==> config.mk <==
export PLATFORM = sky130hd
export DESIGN_NAME = mmio_fifo_port_flat
export DESIGN_NICKNAME = d
export VERILOG_FILES = /design/src/rtl/mmio_fifo_port_if.sv /design/src/rtl/mmio_fifo_port.sv /design/src/flat_wrapper.sv
export SDC_FILE = /design/constraint.sdc
export NUM_CORES = 1
export LEC_CHECK = 0
export CAP_MARGIN = 20
export CORE_MARGIN = 5
export CORE_UTILIZATION = 52
export DETAILED_ROUTE_END_ITERATION = 10
export PLACE_DENSITY = 0.75
export SYNTH_ARGS = -nofsm -noshare
export SYNTH_HDL_FRONTEND = slang
export SYNTH_SLANG_ARGS = --single-unit
==> constraint.sdc <==
create_clock -name clock -period 2.6 [get_ports clock]
set_input_delay 0.39 -clock clock [delete_from_list [all_inputs] [get_ports clock]]
set_output_delay 0.39 -clock clock [all_outputs]
set_load 0.01 [all_outputs]
==> src/rtl/mmio_fifo_port_if.sv <==
// Bus and stream signals of the MMIO FIFO port.
// The slave modport is the port block; master is the processor/stream side.
interface mmio_fifo_port_if;
    logic       data_mem_rd_enb;
    logic       data_mem_wr_enb;
    logic [7:0] data_mem_addr;
    logic [7:0] data_mem_wr_data;
    logic [7:0] rd_data;
    logic       rd_hit;
    logic       tx_valid;
    logic [7:0] tx_data;
    logic       tx_ready;
    logic       rx_valid;
    logic [7:0] rx_data;
    logic       rx_ready;

    modport slave (
        input  data_mem_rd_enb, data_mem_wr_enb,
        input  data_mem_addr, data_mem_wr_data,
        output rd_data, rd_hit,
        output tx_valid, tx_data,
        input  tx_ready,
        input  rx_valid, rx_data,
        output rx_ready
    );

    modport master (
        output data_mem_rd_enb, data_mem_wr_enb,
        output data_mem_addr, data_mem_wr_data,
        input  rd_data, rd_hit,
        input  tx_valid, tx_data,
        output tx_ready,
        output rx_valid, rx_data,
        input  rx_ready
    );
endinterface

==> src/rtl/mmio_fifo_port.sv <==
// Memory-mapped TX/RX byte FIFO port on the data-memory bus.
// Offsets: 0 TXDATA, 1 RXDATA, 2 STATUS, 3 CTRL.
module mmio_fifo_port #(
    parameter logic [7:0] BASE  = 8'hF0,
    parameter int         DEPTH = 8
) (
    input  logic              clock,
    input  logic              reset,
    mmio_fifo_port_if.slave   bus
);
    localparam int AW = $clog2(DEPTH);
    localparam int CW = $clog2(DEPTH + 1);

    logic [7:0]    tx_mem_q [DEPTH];
    logic [7:0]    rx_mem_q [DEPTH];
    logic [AW-1:0] tx_wp_q, tx_wp_d, tx_rp_q, tx_rp_d;
    logic [AW-1:0] rx_wp_q, rx_wp_d, rx_rp_q, rx_rp_d;
    logic [CW-1:0] tx_cnt_q, tx_cnt_d, rx_cnt_q, rx_cnt_d;
    logic          tx_ovf_q, tx_ovf_d;
    logic [7:0]    rd_data_q, rd_data_d;
    logic          rd_hit_q, rd_hit_d;

    logic          hit, bus_wr, bus_rd;
    logic [1:0]    off;
    logic          tx_full, tx_empty, rx_full, rx_empty;
    logic          tx_clr, rx_clr, ovf_clr;
    logic          tx_push_req, tx_push, tx_pop, rx_push, rx_pop;
    logic [3:0]    tx_cnt4, rx_cnt4;
    logic [7:0]    rd_val;

    assign hit    = bus.data_mem_addr[7:2] == BASE[7:2];
    assign off    = bus.data_mem_addr[1:0];
    assign bus_wr = bus.data_mem_wr_enb & hit;
    // A simultaneous write suppresses the read entirely.
    assign bus_rd = bus.data_mem_rd_enb & ~bus.data_mem_wr_enb & hit;

    assign tx_full  = tx_cnt_q == CW'(DEPTH);
    assign tx_empty = tx_cnt_q == '0;
    assign rx_full  = rx_cnt_q == CW'(DEPTH);
    assign rx_empty = rx_cnt_q == '0;
    assign tx_cnt4  = 4'(tx_cnt_q);
    assign rx_cnt4  = 4'(rx_cnt_q);

    assign tx_clr  = bus_wr & (off == 2'd3) & bus.data_mem_wr_data[0];
    assign rx_clr  = bus_wr & (off == 2'd3) & bus.data_mem_wr_data[1];
    assign ovf_clr = bus_wr & (off == 2'd3) & bus.data_mem_wr_data[7];

    // Clears beat any same-cycle push or pop on the same FIFO.
    assign tx_push_req = bus_wr & (off == 2'd0);
    assign tx_push     = tx_push_req & ~tx_full & ~tx_clr;
    assign tx_pop      = ~tx_empty & bus.tx_ready & ~tx_clr;
    assign rx_push     = bus.rx_valid & ~rx_full & ~rx_clr;
    assign rx_pop      = bus_rd & (off == 2'd1) & ~rx_empty & ~rx_clr;

    assign bus.tx_valid = ~tx_empty;
    assign bus.tx_data  = tx_mem_q[tx_rp_q];
    assign bus.rx_ready = ~rx_full;
    assign bus.rd_data  = rd_data_q;
    assign bus.rd_hit   = rd_hit_q;

    // Register file read mux for the current bus offset.
    always_comb begin
        rd_val = 8'h00;
        case (off)
            2'd0: rd_val = 8'h00;
            2'd1: rd_val = rx_empty ? 8'h00 : rx_mem_q[rx_rp_q];
            2'd2: rd_val = {tx_full, tx_empty, rx_full, rx_empty, rx_cnt4};
            default: rd_val = {tx_ovf_q, 3'b000, tx_cnt4};
        endcase
    end

    // Next-state for pointers, counts, overflow flag and read response.
    always_comb begin
        tx_wp_d  = tx_wp_q;
        tx_rp_d  = tx_rp_q;
        tx_cnt_d = tx_cnt_q;
        rx_wp_d  = rx_wp_q;
        rx_rp_d  = rx_rp_q;
        rx_cnt_d = rx_cnt_q;
        if (tx_clr) begin
            tx_wp_d  = '0;
            tx_rp_d  = '0;
            tx_cnt_d = '0;
        end else begin
            if (tx_push) tx_wp_d = tx_wp_q + AW'(1);
            if (tx_pop)  tx_rp_d = tx_rp_q + AW'(1);
            tx_cnt_d = tx_cnt_q + CW'(tx_push) - CW'(tx_pop);
        end
        if (rx_clr) begin
            rx_wp_d  = '0;
            rx_rp_d  = '0;
            rx_cnt_d = '0;
        end else begin
            if (rx_push) rx_wp_d = rx_wp_q + AW'(1);
            if (rx_pop)  rx_rp_d = rx_rp_q + AW'(1);
            rx_cnt_d = rx_cnt_q + CW'(rx_push) - CW'(rx_pop);
        end
        tx_ovf_d  = (tx_ovf_q & ~ovf_clr) | (tx_push_req & tx_full);
        rd_hit_d  = bus_rd;
        rd_data_d = bus_rd ? rd_val : rd_data_q;
    end

    // Control state register with synchronous reset.
    always_ff @(posedge clock) begin
        if (reset) begin
            tx_wp_q   <= '0;
            tx_rp_q   <= '0;
            tx_cnt_q  <= '0;
            rx_wp_q   <= '0;
            rx_rp_q   <= '0;
            rx_cnt_q  <= '0;
            tx_ovf_q  <= 1'b0;
            rd_data_q <= 8'h00;
            rd_hit_q  <= 1'b0;
        end else begin
            tx_wp_q   <= tx_wp_d;
            tx_rp_q   <= tx_rp_d;
            tx_cnt_q  <= tx_cnt_d;
            rx_wp_q   <= rx_wp_d;
            rx_rp_q   <= rx_rp_d;
            rx_cnt_q  <= rx_cnt_d;
            tx_ovf_q  <= tx_ovf_d;
            rd_data_q <= rd_data_d;
            rd_hit_q  <= rd_hit_d;
        end
    end

    // FIFO storage; contents need no reset since pointers gate visibility.
    always_ff @(posedge clock) begin
        if (tx_push) tx_mem_q[tx_wp_q] <= bus.data_mem_wr_data;
        if (rx_push) rx_mem_q[rx_wp_q] <= bus.rx_data;
    end
endmodule

==> src/flat_wrapper.sv <==
// flat-port wrapper written by rule: the top's interface ports become plain ports
module mmio_fifo_port_flat 
#(
    parameter logic [7:0] BASE  = 8'hF0,
    parameter int         DEPTH = 8
)
  (clock, reset, bus_data_mem_rd_enb, bus_data_mem_wr_enb, bus_data_mem_addr, bus_data_mem_wr_data, bus_rd_data, bus_rd_hit, bus_tx_valid, bus_tx_data, bus_tx_ready, bus_rx_valid, bus_rx_data, bus_rx_ready);
  mmio_fifo_port_if bus_i ();
  input  logic clock;
  input  logic reset;
  input wire logic [$bits(bus_i.data_mem_rd_enb)-1:0] bus_data_mem_rd_enb;
  input wire logic [$bits(bus_i.data_mem_wr_enb)-1:0] bus_data_mem_wr_enb;
  input wire logic [$bits(bus_i.data_mem_addr)-1:0] bus_data_mem_addr;
  input wire logic [$bits(bus_i.data_mem_wr_data)-1:0] bus_data_mem_wr_data;
  output wire logic [$bits(bus_i.rd_data)-1:0] bus_rd_data;
  output wire logic [$bits(bus_i.rd_hit)-1:0] bus_rd_hit;
  output wire logic [$bits(bus_i.tx_valid)-1:0] bus_tx_valid;
  output wire logic [$bits(bus_i.tx_data)-1:0] bus_tx_data;
  input wire logic [$bits(bus_i.tx_ready)-1:0] bus_tx_ready;
  input wire logic [$bits(bus_i.rx_valid)-1:0] bus_rx_valid;
  input wire logic [$bits(bus_i.rx_data)-1:0] bus_rx_data;
  output wire logic [$bits(bus_i.rx_ready)-1:0] bus_rx_ready;
  assign bus_i.data_mem_rd_enb = bus_data_mem_rd_enb;
  assign bus_i.data_mem_wr_enb = bus_data_mem_wr_enb;
  assign bus_i.data_mem_addr = bus_data_mem_addr;
  assign bus_i.data_mem_wr_data = bus_data_mem_wr_data;
  assign bus_rd_data = bus_i.rd_data;
  assign bus_rd_hit = bus_i.rd_hit;
  assign bus_tx_valid = bus_i.tx_valid;
  assign bus_tx_data = bus_i.tx_data;
  assign bus_i.tx_ready = bus_tx_ready;
  assign bus_i.rx_valid = bus_rx_valid;
  assign bus_i.rx_data = bus_rx_data;
  assign bus_rx_ready = bus_i.rx_ready;
  mmio_fifo_port #(.BASE(BASE), .DEPTH(DEPTH)) u_core (.clock(clock), .reset(reset), .bus(bus_i));
endmodule
==> metrics <==
status=finished clean; post-synthesis cell area=6681 um2; final slew viol count=0; Routed WL=13,030 um; CP Data Required Time=2.90 ns; count of cell types in the netlist=48; initial antenna violation count=0; syn_nets=462; register bit total from synthesis=164; hold_ws=0.4842 ns; I/O pins=49; final instance area=8115 um2; die area=15,220 um2; DP HPWL=8904 um; diodes inserted=0; CTS sink count=164; PortBufs=48; setup ws final=0.1086 ns; number of CTS-inserted buffers=17; FFs w/ async S/R, synth=0%; Syn-to-layout area delta=21.46%; P_leak=2.730 nW; Worst path max stage delay=0.52 ns; GPL Wtd Cong=0.8195; via/cell ratio=5.496; crit-path cells=inv_2 -> ha_1 -> or3b_2 -> and2_4 -> or2_2 -> nand2_1 -> ha_2 -> inv_1 -> fa_2 -> nor2_1; worst vdd ir=0.0005247 V; vias in the first global route=3,882; routed via count=3,721; final period utilization=95.82%; critical path startpoint category=flop; Initial Util=52.94%; Post-DP Area=7525 um2; Worst Tran Pin Value=0.9281 ns; drc violations=0; commonest non-fill, non-tap cell in the layout=edfxtp_1; DR WL/cell=19.24 um; first-pass GRT wire length=20,510 um; Setup crit end kind=flop; Std-Cell Rows=41; gr ovfl total=0; area of the core=12,620 um2; share of cells above drive strength 1=22.57%; worst-skew pair later-pin latency=0.43 ns; pwr/cell area=831.6 nW/um2; die span in y=123.4 um; Worst path slowest cell=fa_2; largest net degree at the start of global routing=17; WP data arrival=2.79 ns; Synth Area per Inst=16.06 um2; WS Path Type=flop to flop; Max Clock Freq=401.4 MHz; final setup TNS=0 ns; MaxCap Viol Count=0; ys flop type=edfxtp_1; Ys Warns=0; final hold violations=0; antenna viol nets, final=0; CTS Buffer Depth=2; H-tree depth=4; most frequent cells in the layout=edfxtp_1, nor2_1, clkdlybuf4s50_1; post-CTS setup buffer count=0; cts hold-fix bufs=0; CTS tree=built; Worst-path clk slew=0.06 ns; Final Critical Period=2.491 ns; GRT Total Usage=18.57%; RSZ-0062 raised after global routing=true; worst-path fanout max=4; Root Driver=clkbuf_16; overall die width=123.4 um; nets=539; post-layout util=64.31%; setup slack at placement=-0.3022 ns; Iter 0 DRT Violations=294; final std cells w/o fill=677; fillers=914; Worst Hold Class=flop to flop; Worst Skew=0.007523 ns; final setup vio count=0; EDFF count, synth=128; Pwr Total=6.749 mW; Seq/Total Area, Yosys=68.31%; Max-slew headroom=37.90%; Mapped Cells=416; DP Cell Count=646; DR pass1 iterations=4
[metal layers]
metal	wire (um)	global-route usage [%]	vias up
met2	6752	31.16	86
met4	174	6.436	0
met5	0	0	-
met1	5473	23.60	1867
met3	626	4.758	15
li1	-	-	1753
[cell usage after synthesis (all sizes together) (3+ instances only)]
cell    count  area share (%)
nand3b      4            0.45
a22oi       4            0.45
nand4       6            0.56
mux4       30              10
nand2b      7            0.66
ha         14             2.6
or2         3            0.28
a211oi      3            0.34
nor2       47             2.6
or3b        4            0.52
xor2        6            0.79
nor3        8            0.60
edfxtp    128              58
nand3       6            0.45
clkbuf     12            0.69
inv        14            0.79
a221oi      3            0.39
a21oi       9            0.67
and2        3            0.28
nor2b       3            0.28
dfxtp      36              11
mux2i       6            0.90
nand2       9            0.51
o21ai       6            0.45
xnor2       4            0.52
buf         7            0.62
mux2       16             2.7
[worst max-delay path, delay by kind of cell (launching register included)]
family / cells / cell delay (ns)
fa+ha+maj: 3 / 0.83
buf+inv: 2 / 0.13
flops: 1 / 0.30
simple gates: 5 / 1.09
[worst paths after layout]
path                                                      from                             end  slack, ns  cells after the start
worst max-delay path              u_core.rx_cnt4[2]$_SDFF_PP0_    u_core.rx_cnt4[1]$_SDFF_PP0_       0.11                     10
worst max register to register    u_core.rx_cnt4[2]$_SDFF_PP0_    u_core.rx_cnt4[1]$_SDFF_PP0_       0.11                     10
worst min-delay path            u_core.rx_rp_q[1]$_SDFFE_PP0P_  u_core.rx_rp_q[1]$_SDFFE_PP0P_       0.48                      2
worst min register to register  u_core.rx_rp_q[1]$_SDFFE_PP0P_  u_core.rx_rp_q[1]$_SDFFE_PP0P_       0.48                      2
[registers in the layout (all words and copies together), names as in the netlist, named ones only]
register,count
u_core.rx_mem_q,64
u_core.tx_mem_q,64
u_core.bus.rd_data,8
u_core.rx_cnt4,4
u_core.tx_cnt4,4
u_core.rx_rp_q,3
u_core.rx_wp_q,3
u_core.tx_rp_q,3
u_core.tx_wp_q,3
u_core.bus.rd_hit,1
u_core.tx_ovf_q,1
[kinds of logic (layout without fill, tap and decap cells)]
kind of cell,count (synthesis),count (layout),share of synthesized area [%]
mux,52,52,13.71
compound gates,32,32,3.109
simple gates,109,109,8.240
flops,164,164,68.31
buf+inv,33,122,2.097
fa+ha+maj,16,16,3.221
xor+xnor,10,10,1.311
[layout make-up]
type / count / area, um2 / area share (%)
Multi-Input combinational cell: 219 / 1993 / 24.56
Tap cell: 172 / 215.2 / 2.652
Inverter: 14 / 52.55 / 0.6475
Sequential cell: 164 / 4566 / 56.26
Clock inverter: 13 / 158.9 / 1.958
Timing Repair Buffer: 77 / 700.7 / 8.634
Clock buffer: 18 / 429.2 / 5.288
[repair_timing]
action | CTS | global route
setup endpoints to repair | 8 | 14
hold endpoints to repair | 0 | 0
gates cloned | 0 | 0
gates resized for setup | 8 | 7
[report_power, final]
part           total [mW]  internal (mW)  switching, mW
registers            3.05           2.96         0.0916
logic                1.22          0.646          0.572
clock network        2.48           1.50          0.976
(Power assumes the default switching activity.)
